===== src/rtl/timer_counter_pkg.sv =====
// Shared definitions for the memory-mapped timer: register offsets, FSM
// state encodings and CTRL bit-field positions.
// Optional feature macro: TC_PRESCALE_EN (adds the CTRL.PSC prescaler).
package timer_counter_pkg;

    // Register offsets, selected by Addr[3:2]
    localparam logic [1:0] TC_CTRL   = 2'd0;
    localparam logic [1:0] TC_PRESET = 2'd1;
    localparam logic [1:0] TC_COUNT  = 2'd2;

    // FSM state encodings
    typedef enum logic [1:0] {
        TC_IDLE = 2'd0,
        TC_LOAD = 2'd1,
        TC_CNT  = 2'd2,
        TC_INT  = 2'd3
    } tc_state_e;

    // CTRL bit-field positions
    localparam int TC_EN_BIT   = 0;
    localparam int TC_MODE_LO  = 1;
    localparam int TC_IM_BIT   = 3;
    localparam int TC_PSC_LO   = 4;

    // Mode value that selects auto-reload; every other mode is one-shot
    localparam logic [1:0] TC_MODE_RELOAD = 2'd1;

endpackage


===== src/rtl/timer_prescaler.sv =====
// Prescaler for the timer: while not cleared, counts CNT cycles and emits a
// tick every psc+1 cycles. Used only when TC_PRESCALE_EN is defined.
module timer_prescaler #(
    parameter int PSC_W = 4
) (
    input  logic             clk,
    input  logic             reset,
    input  logic             clear,
    input  logic [PSC_W-1:0] psc,
    output logic             tick
);

    logic [PSC_W-1:0] cnt;

    // Tick fires on the cycle the counter reaches the programmed divider
    assign tick = (cnt == psc);

    // Divider counter; cleared outside CNT so every count phase starts fresh
    always_ff @(posedge clk) begin
        if (reset || clear)
            cnt <= '0;
        else if (tick)
            cnt <= '0;
        else
            cnt <= cnt + 1'b1;
    end

endmodule


===== src/rtl/timer_counter.sv =====
// Memory-mapped down-counting timer: CTRL / PRESET / COUNT registers, a
// load/count/interrupt FSM and the combinational readback mux.
// Optional feature macro: TC_PRESCALE_EN (CTRL.PSC divides the count rate).
module timer_counter
    import timer_counter_pkg::*;
#(
    parameter logic [31:0] RESET_PRESET = 32'h0,
    parameter int          PSC_W        = 4
) (
    input  logic        clk,
    input  logic        reset,
    input  logic [31:0] Addr,
    input  logic        WE,
    input  logic [31:0] Din,
    output logic [31:0] Dout,
    output logic        IRQ
);

    tc_state_e        state, state_n;
    logic             en;
    logic [1:0]       mode;
    logic             im;
    logic [PSC_W-1:0] psc;
    logic [31:0]      preset;
    logic [31:0]      count;
    logic             irq_flag;
    logic             tick;
    logic [1:0]       sel;
    logic             wr_ctrl, wr_preset;
    logic             step;
    logic             unused_bits;

    assign sel       = Addr[3:2];
    assign wr_ctrl   = WE && (sel == TC_CTRL);
    assign wr_preset = WE && (sel == TC_PRESET);
    // Only part of the address and data words are decoded
    assign unused_bits = ^{Addr, Din};

`ifdef TC_PRESCALE_EN
    timer_prescaler #(.PSC_W(PSC_W)) u_prescaler (
        .clk   (clk),
        .reset (reset),
        .clear (state != TC_CNT),
        .psc   (psc),
        .tick  (tick)
    );
`else
    assign tick = 1'b1;
    assign psc  = '0;
`endif

    // A count step happens in an enabled CNT cycle on a prescaler tick
    assign step = (state == TC_CNT) && en && tick;

    // FSM state register
    always_ff @(posedge clk) begin
        if (reset)
            state <= TC_IDLE;
        else
            state <= state_n;
    end

    // FSM next-state: evaluated from register values before the edge
    always_comb begin
        state_n = state;
        case (state)
            TC_IDLE: if (en) state_n = TC_LOAD;
            TC_LOAD: state_n = TC_CNT;
            TC_CNT: begin
                if (!en)
                    state_n = TC_IDLE;
                else if (tick && count <= 32'd1)
                    state_n = TC_INT;
            end
            TC_INT:  state_n = (mode == TC_MODE_RELOAD) ? TC_LOAD : TC_IDLE;
            default: state_n = TC_IDLE;
        endcase
    end

    // Register file: FSM side effects first, bus writes last so the CPU wins
    always_ff @(posedge clk) begin
        if (reset) begin
            en       <= 1'b0;
            mode     <= 2'd0;
            im       <= 1'b0;
            preset   <= RESET_PRESET;
            count    <= 32'd0;
            irq_flag <= 1'b0;
`ifdef TC_PRESCALE_EN
            psc      <= '0;
`endif
        end else begin
            case (state)
                TC_LOAD: begin
                    count    <= preset;
                    irq_flag <= 1'b0;
                end
                TC_CNT: begin
                    if (step) begin
                        if (count > 32'd1) begin
                            count <= count - 32'd1;
                        end else begin
                            count    <= 32'd0;
                            irq_flag <= 1'b1;
                        end
                    end
                end
                TC_INT: begin
                    if (mode == TC_MODE_RELOAD)
                        irq_flag <= 1'b0;
                    else
                        en <= 1'b0;
                end
                default: ;
            endcase
            if (wr_ctrl) begin
                en       <= Din[TC_EN_BIT];
                mode     <= Din[TC_MODE_LO +: 2];
                im       <= Din[TC_IM_BIT];
                irq_flag <= 1'b0;
`ifdef TC_PRESCALE_EN
                psc      <= Din[TC_PSC_LO +: PSC_W];
`endif
            end
            if (wr_preset) begin
                preset   <= Din;
                irq_flag <= 1'b0;
            end
        end
    end

    // Readback mux; COUNT and reserved offsets are read-only
    always_comb begin
        Dout = 32'd0;
        case (sel)
            TC_CTRL: begin
                Dout[TC_EN_BIT]          = en;
                Dout[TC_MODE_LO +: 2]    = mode;
                Dout[TC_IM_BIT]          = im;
                Dout[TC_PSC_LO +: PSC_W] = psc;
            end
            TC_PRESET: Dout = preset;
            TC_COUNT:  Dout = count;
            default:   Dout = 32'd0;
        endcase
    end

    assign IRQ = im & irq_flag;

endmodule


===== config.mk =====
export PLATFORM = sky130hd
export DESIGN_NAME = timer_counter
export DESIGN_NICKNAME = d
export VERILOG_FILES = /design/src/rtl/timer_counter_pkg.sv /design/src/rtl/timer_prescaler.sv /design/src/rtl/timer_counter.sv
export SDC_FILE = /design/constraint.sdc
export NUM_CORES = 1
export LEC_CHECK = 0
export CORE_MARGIN = 4
export CORE_UTILIZATION = 48
export CTS_CLUSTER_DIAMETER = 200
export DETAILED_ROUTE_END_ITERATION = 8
export DONT_BUFFER_PORTS = 1
export HOLD_SLACK_MARGIN = 0.12
export SLEW_MARGIN = 0
export SYNTH_ARGS = -nofsm -noshare
export SYNTH_HDL_FRONTEND = slang
export SYNTH_SLANG_ARGS = --single-unit

===== constraint.sdc =====
create_clock -name clk -period 3.4 [get_ports clk]
set_input_delay 1.02 -clock clk [delete_from_list [all_inputs] [get_ports clk]]
set_output_delay 1.02 -clock clk [all_outputs]
set_load 0.05 [all_outputs]

# --- Word level (Yosys, flattened, before mapping) ---
# Index checks and enable logic that the tools add are counted.
op_classes:
  addsub: 1
  order_cmp: 2
  n_eq_ne: 12
  muxes: 17
  n_bitwise: 1
  reduce_logical: 13
ops:
  columns: ["op", "count"]
  rows:
  - ["two-way mux 32 bit", 2]
  - ["case mux 32 bit (2 select lines)", 1]
  - ["case mux 24 bit (2 select lines)", 1]
  - ["greater-than comparator 32 x 1 -> 1 bit, second input constant", 1]
  - ["<= comparator 32 x 1 -> 1 bit, second input constant", 1]
  - ["subtractor 32 x 1 -> 32 bit, second input constant", 1]
  - ["case mux 8 bit (3 select lines)", 1]
  - ["!= test 2 bit, second input constant", 5]
  - ["case mux 2 bit (4 select lines)", 1]
  - ["two-way mux 1 bit", 7]
  - ["== test 2 x 1 -> 1 bit, second input constant", 3]
  - ["== test 2 bit, second input constant", 3]
  - ["two-way mux 2 bit", 3]
  - ["AND reduction 2 bit", 3]
  - ["logical NOT 2 bit", 2]
  - ["AND reduction 4 bit", 1]
  - ["nonzero test 2 bit", 2]
  - ["logical AND 1 bit", 3]
  - ["!= test 3 x 2 -> 1 bit, second input constant", 1]
  - ["case mux 1 bit (3 select lines)", 1]
  - ["nonzero test 3 bit", 1]
  - ["OR reduction 3 bit", 1]
  - ["bitwise AND 1 bit", 1]
totals:
  regBits: 71
  inputBits: 67
  elab_cells: 53

# --- Longest topological paths before layout ---
# Gate-level depths: netlist (run 1).
depth:
  depth_word: 4
  ltp_mapped: 8
  depth_no_buf: 7

# --- Least setup slack after synthesis (run 1) ---
# Ideal clock, no wire load.
synth_timing:
  path_kind: "input -> output"
  from: "input Addr[3]"
  to: "output Dout[12]"
  t_arrival_ns: 2.512
  t_required_ns: 2.380
  path_slack_ns: -0.132
  path_stages: 6
  cell_sequence: "inv_1 ha_1 clkbuf_1 clkbuf_1 a22oi_1 nor2b_1"
synth_via:
  elab_chain_len: 2
synth_lines:
  columns: ["item", "line", "rtl"]
  rows:
  - ["from (decl)", "timer_counter.sv:12", "input logic [31:0] Addr,"]
  - ["== test 2 bit / == test 2 x 1 -> 1 bit (equally long branches)", "timer_counter.sv:135", "case (sel)"]
  - ["case mux 24 bit (2 select lines) *", "timer_counter.sv:135", null]
  - ["to (decl)", "timer_counter.sv:15", "output logic [31:0] Dout,"]
# Every way passes the cells marked *; elsewhere a longest branch is shown, timed or not.

# --- Worst setup path in the final report (run 1) ---
layout_timing:
  from: "input Addr[2]"
  to: "output Dout[1]"
layout_via:
  elab_chain_len: 2
layout_lines:
  columns: ["item", "line"]
  rows:
  - ["== test 2 bit, or another cell as far along", "timer_counter.sv:135"]
  - ["case mux 8 bit (3 select lines) *", "timer_counter.sv:135"]
# Marks and branches as above.

==> results of run 1 <==
cell usage after synthesis (all sizes together) (6+ instances only):
library cell and count:
inv 10, or4 10, a21oi 58, dfxtp 71, a31oi 14, nand3 21, a22oi 32, nor3 11
nor4 11, clkbuf 43, nor2b 27, buf 7, a32oi 8, ha 6, o21ai 15, nand2 106
nor2 32
worst reg2reg max path: stages, from the launching register on:
cell and delay, ns:
dfxtp_1 0.39, or4_1 0.74, nor4_4 0.43, a31oi_2 0.45, buf_4 0.32, a221oi_2 0.23
a211oi_1 0.07
worst paths after layout:
path | end | slack, ns | depth (start not counted)
worst max-delay path | Dout[1] | 0.30 | 5
worst min-delay path | preset[18] | 0.47 | 2
worst max register to register | count[0] | 0.66 | 6
worst min register to register | preset[18] | 0.47 | 2
state kept, by name, indices dropped and copies added (netlist names):
register	flops
count	32
en	1
preset	32
state	2
mode	2
im	1
irq_flag	1
cell families after synthesis:
logic type                 count (synthesis)  synth area share, %
AOI/OAI and AO/OA                        168                27.38
muxes                                      2               0.5070
DFF                                       71                33.88
and+or+nand+nor                          250                30.24
adders and majority gates                  6                1.789
xor gates and xnor gates                   3               0.6264
buffers and inverters                     60                5.577
cells in the final DEF (no fill, tap or decap), types with 9 or more instances in the layout:
| cell type | instances |
|---|---|
| a21oi_1 | 58 |
| a22oi_1 | 32 |
| a31oi_1 | 13 |
| buf_12 | 33 |
| buf_4 | 12 |
| clkbuf_8 | 10 |
| dfxtp_1 | 71 |
| inv_1 | 10 |
| nand2_1 | 106 |
| nand3_1 | 20 |
| nor2_1 | 23 |
| nor2_2 | 9 |
| nor2b_2 | 22 |
| nor3_1 | 11 |
| o21ai_0 | 10 |
layer usage:
| layer | GRT usage [%] | up-vias | part of all wire [%] |
|---|---|---|---|
| met5 | 0 | - | 0 |
| met4 | 8.998 | 0 | 1.8 |
| met3 | 8.196 | 29 | 11 |
| met2 | 37.42 | 232 | 41 |
| met1 | 39.30 | 2038 | 46 |
| li1 | - | 2080 | - |
final cells by class:
class	count	area share [%]
sequential	71	27.45
timing repair buffer	45	14.50
inverter	10	0.7250
tap	105	2.537
multi-input combinational	429	50.68
clock inverter	6	1.450
clock buffer	10	2.658
power by group through the flow:
stage | clock network (uW) | logic, uW | registers (uW)
after floorplan | 0 | 172 | 879
after global placement | 0 | 224 | 887
after detailed placement | 0 | 227 | 888
after CTS | 746 | 227 | 868
final | 737 | 231 | 869
after global routing | 783 | 253 | 872
metrics by stage:
stage	hold slack [ns]	area (sq um)	total power [uW]	cells	worst slack [ns]
3_3_place_gp	0.4561	4965	1112	660	0.3072
3_5_place_dp	0.4591	4965	1114	660	0.3037
2_1_floorplan	0.4438	4270	1051	560	0.1066
6_report	0.4719	5177	1837	676	0.3022
4_1_cts	0.4711	5177	1841	676	0.2991
5_1_grt	0.4947	5177	1908	676	0.2210
==> impl_metrics.json, run 1 <==
{
  "outcome": "complete, no violations",
  "fin_nets": 639,
  "syn_area_per_cell_sq_um": 7.492,
  "grt_pass1_vias": 4222,
  "gp_congestion": 0.9351,
  "synth_warnings": 0,
  "clock_latency_ns": 0.36,
  "io_pins": 100,
  "max_slew_margin_pct": 34.69,
  "cts-root-buf": "clkbuf_8",
  "dpl.hpwl_um": 9127,
  "arrival_ns": 2.08,
  "fin_skew_ns": 0.007426,
  "multiInputGateArea_sq_mm": 0.002624,
  "cp_cell_sequence": "inv_1 > ha_1 > a222oi_1 > nor2_2 > buf_12",
  "critical_path_peak_fanout": 10,
  "die_w_um": 101.5,
  "cts_tree": "done",
  "cp_num_buf_inv": 2,
  "rsz0062_at_grt": "false",
  "max-vdd-ir-drop_mv": 0.1939,
  "period_share_pct": 91.11,
  "vias": 4379,
  "fp-row-count": 33,
  "fmax_mhz": 322.8,
  "drtAntennaViolNets": 0,
  "grt_max_degree": 62,
  "seqPwrFrac_pct": 47.3,
  "syn_to_final_growth_pct": 23.41,
  "min_from": "preset[18]",
  "worstMarginPinSlew_ns": 0.9776,
  "numCtsBuffers": 9,
  "power_frac_clock_pct": 40.1,
  "die_area_sq_mm": 0.01030,
  "fillers": 766,
  "cp_slowest_stage_delay_ns": 0.44,
  "clock_path_buffers": 2,
  "intPower_uw": 1308,
  "die_y_um": 101.5,
  "wl_per_cell_um": 19.64,
  "yosysTopAreaCell": "dfxtp_1",
  "cts-htree-levels": 3,
  "core_sq_mm": 0.008341,
  "vias_per_cell": 6.478,
  "ys_ff_latch": 71,
  "grt_usage_pct": 26.90,
  "wl_um": 13280,
  "initial_core_util_pct": 50.30,
  "synth_nets": 633,
  "synth_edf_count": 0,
  "firstDrtPassIters": 6,
  "clk_pin_slew_worst_paths_ns": 0.09,
  "diodes": 0,
  "timing.final.max_slew_violations": 0,
  "antenna_found_initial": 0,
  "seq_area_frac_synth_pct": 33.88,
  "drt_iter0_markers": 411,
  "synthTopCellsByArea": "dfxtp_1, nand2_1, a21oi_1, a22oi_1, nor2b_1",
  "hold_viol": 0,
  "crit_start": "Addr[2]",
  "swShare_pct": 28.78,
  "cts-hold-fix-buffers": 0,
  "crit_slowest_cell": "a222oi_1",
  "finalCriticalPeriod_ns": 3.098,
  "endpoint_kind": "output pin",
  "synthArstFlopShare_pct": 0,
  "ys.flop_type": "dfxtp_1",
  "synth_area_sq_mm": 0.004195,
  "p_comb_share_pct": 12.6,
  "final_util_pct": 62.08,
  "final.setup.tns_ns": 0,
  "port_buffers": 0,
  "seqCellArea_sq_mm": 0.001421,
  "powerDensity_mw_per_mm2": 354.8,
  "grt_pass1_wl_um": 21810,
  "ys_types": 58,
  "final_layout_size_suffix_gt1_share_pct": 19.09,
  "critPathKind": "input port to output pin",
  "report.final.setup_viol": 0,
  "r2r-start": "count[6]",
  "clock_sinks": 71,
  "cts-resized-gates": 0,
  "grt_overflow": 0,
  "synth_top_area_share_pct": 33.88,
  "hold_class": "flip-flop to flip-flop",
  "post_cts_buffers": 0,
  "cpLargestDelayFamily": "compound AO/OA/AOI/OAI gates",
  "start_kind": "input port",
  "drc": 0,
  "p_sw_uw": 528.6,
  "required_ns": 2.38,
  "leakage_uw": 0.001849,
  "synth_cells": 560,
  "cap_viol_max_count": 0
}
(Power assumes the default switching activity.)
==> inputs of run 2 (changes only) <==
--- a/config.mk
+++ b/config.mk
@@ -11,6 +11,7 @@
 export DETAILED_ROUTE_END_ITERATION = 8
 export DONT_BUFFER_PORTS = 1
 export HOLD_SLACK_MARGIN = 0.12
+export REMOVE_ABC_BUFFERS = 1
 export SLEW_MARGIN = 0
 export SYNTH_ARGS = -nofsm -noshare
 export SYNTH_HDL_FRONTEND = slang
==> impl_metrics.json, run 2 (synthesis gave the netlist of run 1 again) <==
{
  "outcome": "complete, no violations",
  "io_pins": 100,
  "stdcell_area_sq_mm": 0.004770,
  "cts-resized-gates": 0,
  "period_share_pct": 90.31,
  "reg2reg_slack_ns": 0.84,
  "powerDensity_mw_per_mm2": 392.7,
  "timing.final.max_slew_violations": 0,
  "rsz0062_at_grt": "false",
  "grt_pass1_wl_um": 21160,
  "intPower_uw": 1377,
  "required_ns": 2.38,
  "cap_viol_max_count": 0,
  "leakage_uw": 0.001776,
  "largestRegisters": "count x32, preset x32",
  "cp_cell_sequence": "inv_1 > ha_1 > a222oi_1 > nor2_1 > buf_4",
  "seqPwrFrac_pct": 46.2,
  "final.setup.worst_slack_ns": 0.3296,
  "clock_sinks": 71,
  "clock_latency_ns": 0.36,
  "clk_pin_slew_worst_paths_ns": 0.07,
  "endpoint_kind": "output pin",
  "crit_slowest_cell": "a222oi_1",
  "syn_to_final_growth_pct": 13.69,
  "p_sw_uw": 495.9,
  "fin_skew_ns": 0.01159,
  "p_comb_share_pct": 11.6,
  "clock_path_buffers": 2,
  "drc": 0,
  "max-vdd-ir-drop_mv": 0.2411,
  "grt_overflow": 0,
  "final_common_cell": "nand2_1",
  "cpLargestDelayFamily": "compound AO/OA/AOI/OAI gates",
  "grt_max_degree": 62,
  "report.final.setup_viol": 0,
  "hold_class": "flip-flop to flip-flop",
  "fmax_mhz": 325.7,
  "worstMarginPinSlew_ns": 0.8366,
  "cp_num_buf_inv": 2,
  "initial_core_util_pct": 50.30,
  "final_cell_mix": "nand2_1, dfxtp_1, a21oi_1",
  "route.met2.wl_um": 5635,
  "port_buffers": 0,
  "fp-row-count": 33,
  "cts-htree-levels": 3,
  "diodes": 0,
  "vias": 4280,
  "power_frac_clock_pct": 42.1,
  "wl_um": 12600,
  "worstHoldPathCells": 2,
  "cts-root-buf": "clkbuf_8",
  "die_y_um": 101.5,
  "pre_cts_ws_ns": 0.3466,
  "m1WireLength_um": 5702,
  "cp_slowest_stage_delay_ns": 0.41,
  "grt_usage_pct": 25.65,
  "die_w_um": 101.5,
  "final_util_pct": 57.19,
  "firstDrtPassIters": 6,
  "fillers": 794,
  "die_area_sq_mm": 0.01030,
  "arrival_ns": 2.05,
  "drt_iter0_markers": 348,
  "dpl_cell_area_sq_mm": 0.004538,
  "reg2reg_depth": 5,
  "top_layer": "met4",
  "final.setup.tns_ns": 0,
  "finalCriticalPeriod_ns": 3.070,
  "max_slew_margin_pct": 44.11,
  "cp_num_cells": 5,
  "critical_path_peak_fanout": 10,
  "hold_viol": 0,
  "core_sq_mm": 0.008341,
  "start_kind": "input port",
  "critPathKind": "input port to output pin",
  "cts-hold-fix-buffers": 0,
  "wl_met3_um": 1033,
  "whs_ns": 0.4696,
  "post_cts_buffers": 0,
  "gp_congestion": 0.9060,
  "drtAntennaViolNets": 0,
  "vias_per_cell": 6.294,
  "final_layout_size_suffix_gt1_share_pct": 14.26,
  "numCtsBuffers": 9,
  "swShare_pct": 26.47,
  "wl_per_cell_um": 18.53,
  "cts_tree": "done",
  "grt_pass1_vias": 4108,
  "antenna_found_initial": 0,
  "fin_nets": 643,
  "dpl.hpwl_um": 8566
}
[run 2: cell types whose count changed in the layout (fill, tap and decap cells not counted), moves of 3 or more]
cell     previous run  this run
inv_6               3         0
nor2_1             23        31
nor2b_2            22         0
buf_12             33         3
nor2b_1             5        27
nor2_2              9         1
buf_4              12        46
[run 2: path summary, 6_finish.rpt]
kind / startpoint / end
max: Addr[2] / Dout[2]
min: preset[19] / preset[19]
max reg2reg: count[6] / count[15]
min reg2reg: preset[19] / preset[19]
[run 2: tightest hold or removal path: stages, from the launching register on]
cell	delay [ns]
dfxtp_1	0.32
nand2_1	0.06
a21oi_1	0.05
[run 2: area by class of cell]
class	instances	area, sq um	share of cell area [%]
clock buffers	11	151.4	3.174
clock inverters	5	80.08	1.679
inverters	10	37.54	0.7870
multi-input cells	429	2542	53.31
flip-flops and latches	71	1421	29.80
well taps	105	131.4	2.754
repair buffers	49	405.4	8.499
[run 2: metrics by stage]
step | total power, uW | std cells
2_1_floorplan | 1028 | 510
3_3_place_gp | 1098 | 664
3_5_place_dp | 1101 | 664
4_1_cts | 1881 | 680
5_1_grt | 1946 | 680
6_report | 1873 | 680
[run 2: power by group through the flow]
stage               combinational [uW]  sequential, uW  clock [uW]
floorplan                          148             880           0
global placement                   213             885           0
detailed placement                 216             885           0
CTS                                217             866         798
global route                       240             869         838
finish                             218             866         789
[run 2: metal layers]
layer | track usage, % | vias to the layer above
met2 | 39.59 | 200
li1 | - | 2073
met1 | 36.09 | 1982
met4 | 10.02 | 0
met5 | 0 | -
met3 | 3.788 | 25
==> inputs of run 3 (changes only) <==
--- a/config.mk
+++ b/config.mk
@@ -16,3 +16,4 @@
 export SYNTH_ARGS = -nofsm -noshare
 export SYNTH_HDL_FRONTEND = slang
 export SYNTH_SLANG_ARGS = --single-unit
+export TNS_END_PERCENT = 20
==> results of run 3 <==
Final layout, timing and power as in run 2 (identical DEF).
==> RTL edit 1 (config.mk and constraints of run 3) <==
Reset style: asynchronous (`reset`), changed in 2 clocked blocks.
--- a/src/rtl/timer_counter.sv
+++ b/src/rtl/timer_counter.sv
@@ -55,3 +55,3 @@
     // FSM state register
-    always_ff @(posedge clk) begin
+    always_ff @(posedge clk or posedge reset) begin
         if (reset)
@@ -80,3 +80,3 @@
     // Register file: FSM side effects first, bus writes last so the CPU wins
-    always_ff @(posedge clk) begin
+    always_ff @(posedge clk or posedge reset) begin
         if (reset) begin
Formal check against the unedited RTL: differs if reset is asserted again (counterexample within 4 cycles, from zero or initial values and one cycle with reset high); with reset held inactive, the same outputs for 4 cycles.
==> RTL edit 1 against run 3 <==
  * Routed wire length fell by 14%
  * Sequential cell count unchanged
  * Synthesized area increased by 1.0%
  * Design area increased by 2.0%
  * Critical path depth increased by 1
  * Register-to-register slack got worse by 290 ps
  * Critical path type unchanged
  * Worst setup slack lost 66 ps
Power is not compared: it rests on default switching activity, and its combinational part moved more than twofold at a synthesized area within 25%.
==> RTL edit 1: results (changes against run 3) <==
arrival time worst endpoint=2120 ps (was 2050 ps); vias per cell=6.239 (was 6.294); Synth Area in XOR/XNOR=0 (was 0.006263); PortBufs=0 (unchanged); # fillers=773 (was 794); Iteration-0 DRC Markers=175 (was 348); Slew HR=0.4534 (was 0.4411); clk buf depth=2 (unchanged); Hold EP=count[25] (was preset[19]); hold path start=preset[25] (was preset[19]); clk_lat worst skew=340 ps (was 360 ps); Avg WL per Cell=19.05 microns (was 18.53 microns); adder-cell area share of the yosys netlist=0.03248 (was 0.01789); Async SR Flop Fraction=1.000 (was 0); DRT Pass-1 Iters=6 (unchanged); Reg2Reg Depth=6 (was 5); vias in the first global route=3453 (was 4108); All-Layer GR Usage=0.2100 (was 0.2565); fraction of layout cells with a size suffix above 1=0.2489 (was 0.1426); Root Driver=clkbuf_8 (unchanged); post_cts resized=0 (unchanged); Reg2Reg Setup Slack=550 ps (was 840 ps); Antenna Cells=0 (unchanged); Synth Area in Compound Gates=0.2238 (was 0.2738); Layout Nets=531 (was 643); most area-consuming cells after synthesis=dfrtp_1 42%, mux2_2 9.3%, a22oi_1 7.6%, nor2b_1 4.0%, ha_1 3.2% (was dfxtp_1 34%, nand2_1 9.5%, a21oi_1 6.9%, a22oi_1 5.7%, nor2b_1 4.0%); Final Skew=6.791 ps (was 11.59 ps); synth cell count leaders=71 x dfrtp_1, 43 x a22oi_1, 35 x mux2_2, 27 x nor2b_1, 22 x nor2_1 (was 106 x nand2_1, 71 x dfxtp_1, 58 x a21oi_1, 43 x clkbuf_1); synth warn=0 (unchanged); register area share after synthesis=0.4193 (was 0.3388); Top Registers=count x32, preset x32 (unchanged); status=completed (unchanged); Reg-to-Reg End=count[27] (was count[15]); mux cell area share after synthesis=0.09300 (was 0.005070); reg2reg start=count[25] (was count[6]); routability cong.=0.8949 (was 0.9060); first-pass GRT wire length=17270 microns (was 21160 microns); Post-synth top flop=dfrtp_1 (was dfxtp_1); HPWL after detailed placement=7692 microns (was 8566 microns); pin count of the biggest net entering global routing=38 (was 62); Crit Path Max Fanout=16 (was 10); Yosys cell types=53 (was 58)
## RTL edit 1: changes by cell type after synthesis, moves of 10 or more
cell,run 3,this run
nand2_1,106,16
a22oi_1,32,43
mux2_2,0,35
a21oi_1,58,9
dfrtp_1,0,71
nor2_1,32,22
dfxtp_1,71,0
clkbuf_1,43,19
## RTL edit 1: how the worst max path moves through the flow
stage	startpoint	end	slack (ps)	depth (start not counted)
finish	Addr[2]	Dout[13]	260	6
global route	Addr[2]	Dout[9]	160	6
CTS	Addr[2]	Dout[13]	270	6
detailed placement	Addr[2]	Dout[18]	280	6
global placement	Addr[2]	Dout[13]	300	6
floorplan	Addr[2]	Dout[10]	-280	4
## RTL edit 1: per-stage QoR
step           area (sq um)  instances  setup TNS, ps  hold slack [ps]  setup slack [ps]
3_5_place_dp           4638        550              0            512.0             284.3
3_3_place_gp           4638        550              0            507.4             300.7
5_1_grt                4866        566              0            558.5             158.3
4_1_cts                4866        566              0            530.6             266.6
6_report               4866        566              0            527.5             264.1
2_1_floorplan          4125        395          -8675            473.5            -278.6
## RTL edit 1: final cells by class
cell class / count / area share
Multi-Input combinational cell: 309 / 0.4711
Sequential cell: 71 / 0.3651
Timing Repair Buffer: 47 / 0.07765
Clock buffer: 14 / 0.03960
Tap cell: 108 / 0.02777
Inverter: 15 / 0.01157
Clock inverter: 2 / 0.007200
## RTL edit 1: logic make-up (layout without fill, tap and decap cells)
family / after synthesis / after routing
multiplexers: 35 / 35
buffers and inverters: 43 / 78
AND/OR/NAND/NOR: 141 / 141
flip-flops: 71 / 71
adder cells (fa/ha/maj): 11 / 11
AO/OA/AOI/OAI: 122 / 122
## RTL edit 1: critical path, stage by stage
cell and delay, ps:
inv_1 60, ha_1 290, buf_4 270, a22oi_1 120, nor2b_1 140, buf_4 210
## RTL edit 1: layer usage
| layer | GRT usage | share of wire |
|---|---|---|
| met1 | 0.2844 | 0.46 |
| met2 | 0.3443 | 0.48 |
| met3 | 0.03618 | 0.054 |
| met4 | 0.06559 | 0.013 |
| met5 | 0 | 0 |
## RTL edit 1: power breakdown
part	switching [mW]	leakage [nW]	internal (mW)
registers	0.388	0.854	1.14
logic	0.984	1.00	0.714
clock network	0.314	0.119	0.439
total	1.69	1.98	2.29
==> RTL edit 2 (config.mk and constraints of run 3) <==
Made on the original files. Change the parameter `PSC_W` from 4 to 5.
--- a/src/rtl/timer_counter.sv
+++ b/src/rtl/timer_counter.sv
@@ -7,3 +7,3 @@
     parameter logic [31:0] RESET_PRESET = 32'h0,
-    parameter int          PSC_W        = 4
+    parameter int          PSC_W        = 5
 ) (
Behaviour: unchanged (equiv_simple and equiv_induct, registers matched by name and starting in step).
==> RTL edit 2 against run 3 <==
  * Sequential cell count is the same
  * Design area shrank 1.5%
  * Cell count shrank 0.44%
  * First-iteration DRC count grew 21%
  * Routed wire length grew 1.5%
  * Worst setup slack gained 9.0 ps
  * Synthesized area is essentially flat
  * Total power shrank 7.6%
  * Via count grew 1.5%
==> RTL edit 2: results (changes against run 3) <==
first-pass GRT wire length=20710 microns (was 21160 microns); vias=4343 (was 4280); synth cell count leaders=103 x nand2_1, 71 x dfxtp_1, 58 x a21oi_1, 42 x clkbuf_1, 33 x a22oi_1 (was 106 x nand2_1, 71 x dfxtp_1, 58 x a21oi_1, 43 x clkbuf_1); hold path start=preset[22] (was preset[19]); status=completed (unchanged); Synth Area in XOR/XNOR=0.006269 (was 0.006263); Iteration-0 DRC Markers=421 (was 348); Area after DPL=0.004516 sq mm (was 0.004538 sq mm); adder-cell area share of the yosys netlist=0.01791 (was 0.01789); All-Layer GR Usage=0.2521 (was 0.2565); Reg2Reg Setup Slack=670 ps (was 840 ps); leakage power=1.693 nW (was 1.776 nW); pin count of the biggest net entering global routing=63 (was 62); max incr delay on CP=390 ps (was 410 ps); routability cong.=0.8869 (was 0.9060); TritonCTS buffer count=9 (unchanged); Layout Nets=640 (was 643); Final Critical Period=3061 ps (was 3070 ps); final wirelength=12790 microns (was 12600 microns); Final Skew=13.86 ps (was 11.59 ps); fraction of layout cells with a size suffix above 1=0.1416 (was 0.1426); register area share after synthesis=0.3391 (was 0.3388); vias in the first global route=4033 (was 4108); Yosys cell types=55 (was 58); mux cell area share after synthesis=0.005075 (was 0.005070)
RTL edit 2: changes by cell type after synthesis, sizes merged, moves of 2 or more:
cell,before,now
nor2b,27,25
a32oi,8,10
nand3,21,23
nand4,5,7
nand2,106,103
o21ai,15,12
nor3,11,13
RTL edit 2: power by group:
part / internal, mW / switching (mW)
sequential: 0.848 / 0.0184
combinational: 0.0771 / 0.144
clock: 0.302 / 0.340
total: 1.23 / 0.503
RTL edit 2: path summary, 6_finish.rpt:
kind / to / depth (start not counted)
min: preset[22] / 2
min reg2reg: preset[22] / 2
max: Dout[3] / 5
max reg2reg: count[2] / 5
RTL edit 2: tightest hold or removal path, delay by kind of cell (launching register included):
| kind | cells | cell delay (ps) |
|---|---|---|
| AO/OA/AOI/OAI | 1 | 50 |
| AND/OR/NAND/NOR | 1 | 50 |
| flip-flops | 1 | 320 |
RTL edit 2: final cells by class:
class	instances	area, sq um
Sequential cell	71	1421
Multi-Input combinational cell	427	2531
Tap cell	105	131.4
Clock buffer	11	151.4
Fill cell	850	3641
Clock inverter	5	32.53
Timing Repair Buffer	47	390.4
Inverter	11	41.29
RTL edit 2: per-stage QoR:
stage                     instances  hold slack, ps
after global routing            677           489.0
after global placement          661           457.3
after detailed placement        661           461.3
after CTS                       677           472.0
final                           677           469.2
after floorplan                 509           437.8
RTL edit 2: cells by family after synthesis:
logic type                 after synthesis
adders and majority gates                6
xor gates and xnor gates                 3
buffers and inverters                   61
and+or+nand+nor                        248
AOI/OAI and AO/OA                      168
DFF                                     71
muxes                                    2
RTL edit 2: layer usage:
layer  part of all wire  global-route usage  up-vias
met2               0.45              0.3888      197
met3              0.093             0.04201       18
met5                  0                   0        -
met1               0.44              0.3621     2055
li1                   -                   -     2073
met4              0.013             0.07260        0
